[config.mk]
export PLATFORM = sky130hd
export DESIGN_NAME = arb_output_buffer
export DESIGN_NICKNAME = d
export VERILOG_FILES = /design/src/rtl/arb_output_buffer.sv
export SDC_FILE = /design/constraint.sdc
export NUM_CORES = 1
export LEC_CHECK = 0
export CORE_MARGIN = 3
export CORE_UTILIZATION = 30
export CTS_BUF_LIST = sky130_fd_sc_hd__clkbuf_4 sky130_fd_sc_hd__clkbuf_8 sky130_fd_sc_hd__clkbuf_16
export DETAILED_ROUTE_END_ITERATION = 10
export GPL_ROUTABILITY_DRIVEN = 0
export SYNTH_ARGS = -nofsm -noshare
export SYNTH_HDL_FRONTEND = slang
export SYNTH_SLANG_ARGS = --single-unit
[constraint.sdc]
create_clock -name clk -period 4.3 [get_ports clk]
set_input_delay 1.075 -clock clk [delete_from_list [all_inputs] [get_ports clk]]
set_output_delay 1.075 -clock clk [all_outputs]
set_load 0.01 [all_outputs]
[src/rtl/arb_output_buffer.sv]
// rtl/arb_output_buffer.sv - grant-index encoder plus {idx,data} FIFO with upstream stall
// Optional OBUF_ONEHOT_CHK_EN adds sticky gnt_err for multi-hot grants.
module arb_output_buffer #(
   parameter int NUM_REQS = 4,
   parameter int WIDTH    = 8,
   parameter int DEPTH    = 4,
   localparam int IDXW    = $clog2(NUM_REQS),
   localparam int CW      = $clog2(DEPTH) + 1
) (
   input  logic                clk,
   input  logic                rst,
   input  logic [NUM_REQS-1:0] gnt,
   input  logic [WIDTH-1:0]    data_in,
   input  logic                out_ready,
   output logic                out_valid,
   output logic [WIDTH-1:0]    out_data,
   output logic [IDXW-1:0]     out_idx,
   output logic                stall,
   output logic [CW-1:0]       count,
`ifdef OBUF_ONEHOT_CHK_EN
   output logic                gnt_err,
`endif
   output logic                overflow
);
   localparam int PW = $clog2(DEPTH);

   logic [IDXW+WIDTH-1:0] mem_q [DEPTH];
   logic [PW-1:0]         wr_ptr_q, wr_ptr_d;
   logic [PW-1:0]         rd_ptr_q, rd_ptr_d;
   logic [CW-1:0]         count_q, count_d;
   logic                  overflow_q, overflow_d;
   logic [IDXW-1:0]       enc;
   logic                  push, pop, full, accept;

   // Lowest set bit wins, so an illegal multi-hot grant still yields a defined index.
   always_comb begin
      enc = '0;
      for (int i = NUM_REQS - 1; i >= 0; i--) begin
         if (gnt[i]) enc = IDXW'(i);
      end
   end

   assign push   = (gnt != '0);
   assign pop    = out_valid && out_ready;
   assign full   = (count_q == CW'(DEPTH));
   assign accept = push && (!full || pop);

   always_comb begin
      wr_ptr_d   = accept ? wr_ptr_q + PW'(1) : wr_ptr_q;
      rd_ptr_d   = pop ? rd_ptr_q + PW'(1) : rd_ptr_q;
      overflow_d = overflow_q || (push && !accept);
      count_d    = count_q;
      case ({accept, pop})
         2'b10:   count_d = count_q + CW'(1);
         2'b01:   count_d = count_q - CW'(1);
         default: count_d = count_q;
      endcase
   end

   always_ff @(posedge clk) begin
      if (!rst) begin
         wr_ptr_q   <= '0;
         rd_ptr_q   <= '0;
         count_q    <= '0;
         overflow_q <= 1'b0;
      end else begin
         wr_ptr_q   <= wr_ptr_d;
         rd_ptr_q   <= rd_ptr_d;
         count_q    <= count_d;
         overflow_q <= overflow_d;
      end
   end

   // Storage needs no reset; count alone decides which entries are meaningful.
   always_ff @(posedge clk) begin
      if (rst && accept) mem_q[wr_ptr_q] <= {enc, data_in};
   end

   assign out_valid           = (count_q != '0);
   assign {out_idx, out_data} = mem_q[rd_ptr_q];
   assign count               = count_q;
   assign overflow            = overflow_q;
   // One spare slot absorbs a grant issued in the same cycle stall rises.
   assign stall               = (count_q >= CW'(DEPTH - 1));

`ifdef OBUF_ONEHOT_CHK_EN
   logic gnt_err_q;
   always_ff @(posedge clk) begin
      if (!rst) gnt_err_q <= 1'b0;
      else if ((gnt & (gnt - NUM_REQS'(1))) != '0) gnt_err_q <= 1'b1;
   end
   assign gnt_err = gnt_err_q;
`ifdef FORMAL
   always_comb begin
      if (rst) assert ($onehot0(gnt));
   end
`endif
`endif
endmodule

==> results by stage <==
Timing:
- The worst pin sits at a relative slew slack of 54.3%.
- Setup repair after global routing left no endpoint under its margin.
- The final count of pins violating max slew is 0.
- Setup violations remaining at the end of the flow were counted as 0.
- Dividing the final minimum period by the clock period gives 75.7%.
- The final hold violation count was 0.
- Based on the critical path, the design can be clocked at up to 307 MHz.
- Summed over all failing endpoints, the final setup total negative slack is 0 ns.
- The final critical path time including I/O delays and setup is 3.25 ns.
- The post-route clock skew is 0.00651 ns.
- For the pin with the worst max-slew slack, the measured transition is 0.685 ns.

GRT:
- In the global route stage, overall resource usage came out at 10.3%.
- The global routing met2 resource utilization is 17.5%.
- The number of antenna violations at the first check in global routing was 0.
- The fraction of met1 tracks used by global routing is 11.9%.
- The wire length of the first global-routing pass is 5.86 mm.
- The leftover overflow at the end of global routing is 0.
- Entering global routing, the biggest net connects 17 pins.
- The met3 layer usage reported by global route is 3.01%.
- The layer with the highest usage is met2.
- The number of global-route vias before repair is 1,192.

Placement:
- The area of placed instances is 2400 um^2.
- The number of cells in the design after placement is 219.
- Summed over all nets, the half-perimeter wirelength after detailed placement is 2.48 mm.
- The number of buffers added on ports is 30.

Run:
- The max-capacitance violation count is 0.

Setup path:
- The arrival time of data at the critical path endpoint is 3.45 ns.
- The worst-path cell with the longest stage delay is nor4_4.
- The delay of the slowest cell on the worst path is 0.49 ns.
- STA classifies the critical path endpoint as a register.
- The worst register-to-register path has a depth of 6.
- The worst register-to-register path begins at count[0].
- The kind of start point of the critical path is an input port.
- The most critical setup path has its startpoint at gnt[1].
- The data required time at the worst endpoint is 4.50 ns.
- The largest driver fanout on the critical path is 9.
- The setup path with the least slack is of type input port to register.
- Traced cell by cell, the critical path runs through clkdlybuf4s50_1, nor4_4, nand2_1, fa_1, or3_1, and3_1, o31a_1.

Floorplan:
- 31 I/O pins were placed.
- The floorplan has 29 rows.
- The die outline width is 88.1 um.
- The die outline height is 88.1 um.
- The initial utilization of the core area, before any placement, comes to 31.3%.
- The core box area is 6460 um^2.
- The die covers 7770 um^2.

Clock tree:
- In this run, post-CTS repair resized a total of 0 instances.
- The CTS tree is built.
- CTS built an H-tree with a depth of 2.
- The root buffer cell is clkbuf_8.
- Buffers inserted during clock tree synthesis total 5.
- For the worst-skew pair, the clock arrives at the later sink with an insertion delay of 0.31 ns.
- The post-CTS setup buffer count is 0.
- After clock tree synthesis, the clock-pin slew on the worst setup and hold paths is 0.09 ns.
- The hold buffer count at cts is 0.
- No sink is reached through more buffers than the 2 on the longest clock path.
- CTS saw 50 sinks.

Yosys:
- By area the synthesized netlist is led by edfxtp_1 (59%), mux4_2 (11%), dfxtp_1 (9.9%), ha_1 (2.5%), and3_1 (1.5%).
- The cell taking the most area after synthesis is edfxtp_1.
- Synthesis produced a netlist with a net count of 137.
- The cell count after synthesis came out at 117.
- The proportion of netlist area held by the largest area contributor is 59.4%.
- The mapped netlist covers 2020 um^2.
- The synthesis warning total is 0.
- The synthesized area per cell is 17.3 um^2.
- The sequential-to-total area share from yosys stat is 69.3%.
- The post-synthesis sequential element count is 50.
- Synthesis instantiated 29 different standard cells from the library.

Route:
- In the routed design, unresolved DRC markers number 0.
- In the routed layout, each cell is associated on average with a via count of 4.89.
- The routed design has 3.65 mm of wire.
- The final route contains 1,110 vias.
- Dividing the detail-routed wire length by the instance count gives 16.1 um.
- The count of nets left with antenna violations once routing finished came out at 0.
- The initial detailed-routing violation count is 42.
- The first detailed-routing pass took 4 iterations.

Finish:
- The layout has 588 filler cells.
- For this run, the number of standard cells in the final layout without fillers is 227.
- The final instance area is 2490 um^2.
- The library cell used most frequently in the layout, excluding fill and tap cells, is edfxtp_1.
- The net count of the finished layout is 169.
- The core occupancy in the finished layout is 38.5%.
- Of the cells placed in the final design, the portion with a size suffix greater than 1 is 12.7%.
- The top cell types in the final layout, fill and taps aside, are edfxtp_1 (40), clkdlybuf4s50_1 (30), mux4_2 (10), dfxtp_1 (10).
- The area growth from synthesis to layout is 23.0%.
- The antenna diode count is 0.

Power and ir drop:
- The largest voltage drop on the vdd net is 249 uV.
- The internal power is 0.920 mW.
- The switching power is 0.368 mW.
- The total power per unit cell area is 517 nW/um^2.
- The part of the power in registers is 50.8%.
- The share of total power in the clock network is 21.1%.
- Net switching is 28.6% of the power.
- For this design the static power due to leakage is 0.835 nW.
- The design draws 1.29 mW.
- In this run, the combinational gates consume 28.1% of the power.

Min path:
- The launch point of the worst hold path is overflow.
- Counting instances, the worst hold path has a depth of 1.
- The path class of the lowest-slack min-delay path is register to register.

Outcome:
- The flow ran to the end, and the final reports show no timing, DRC or antenna violations.
[power by group through the flow]
| stage | clock network, mW | registers, mW | logic, mW |
|---|---|---|---|
| 4_1_cts | 0.280 | 0.657 | 0.366 |
| 5_1_grt | 0.300 | 0.667 | 0.392 |
| 6_report | 0.272 | 0.655 | 0.361 |
| 3_5_place_dp | 0 | 0.668 | 0.365 |
| 3_3_place_gp | 0 | 0.661 | 0.359 |
| 2_1_floorplan | 0 | 0.619 | 0.237 |
[final timing paths]
| check | endpoint | slack, ns |
|---|---|---|
| worst max-delay path | count[2] | 1.05 |
| worst min-delay path | overflow | 0.49 |
| worst min register to register | overflow | 0.49 |
| worst max register to register | count[2] | 1.97 |
[layout make-up]
class / count / area [um^2] / area share (%)
flip-flops and latches: 50 / 1400 / 56.3
clock buffers: 5 / 68.8 / 2.77
multi-input cells: 57 / 583 / 23.4
repair buffers: 30 / 300 / 12.1
well taps: 77 / 96.3 / 3.87
clock inverters: 3 / 20.0 / 0.804
inverters: 5 / 18.8 / 0.754
[critical path, delay by kind of cell]
family | cells | cell delay [ns]
fa+ha+maj | 1 | 0.45
buf+inv | 1 | 0.48
simple gates | 4 | 1.16
compound gates | 1 | 0.29
[metal layers]
layer  part of all wire [%]  wire, um
met2                     49      1780
met4                    1.5        53
met3                    6.1       222
met1                     44      1600
met5                      0         0
[cell usage after synthesis]
library cell	n
edfxtp_1	40
dfxtp_1	10
mux4_2	10
and3_1	5
inv_1	5
nand2_1	5
and2_1	4
ha_1	4
a21oi_1	3
clkbuf_1	3
mux2i_1	3
nor2_1	3
nor2b_1	2
nor3_1	2
o31a_1	2
or3_1	2
xnor2_1	2
a21o_1	1
buf_1	1
buf_2	1
fa_1	1
nand2b_1	1
nand3_1	1
nor4_1	1
nor4_4	1
nor4b_2	1
o2111ai_1	1
o21a_1	1
xor2_1	1
[cells by family after synthesis]
family / synth area share (%)
flip-flops: 69.3
buffers and inverters: 1.92
AND/OR/NAND/NOR: 8.66
multiplexers: 12.6
XOR/XNOR: 1.30
AO/OA/AOI/OAI: 2.78
adder cells (fa/ha/maj): 3.46
[state kept, by name, summed over array words and instances (netlist names), named ones only]
signal / count
count: 3
wr_ptr_q: 2
mem_q: 40
overflow: 1
rd_ptr_q: 2
[stage by stage]
step | hold slack (ns) | setup slack, ns
2_1_floorplan | 0.509 | 1.37
3_3_place_gp | 0.458 | 0.818
3_5_place_dp | 0.468 | 0.713
4_1_cts | 0.494 | 0.978
5_1_grt | 0.514 | 0.909
6_report | 0.487 | 1.05
No activity file was read; power rests on OpenSTA's default activity.
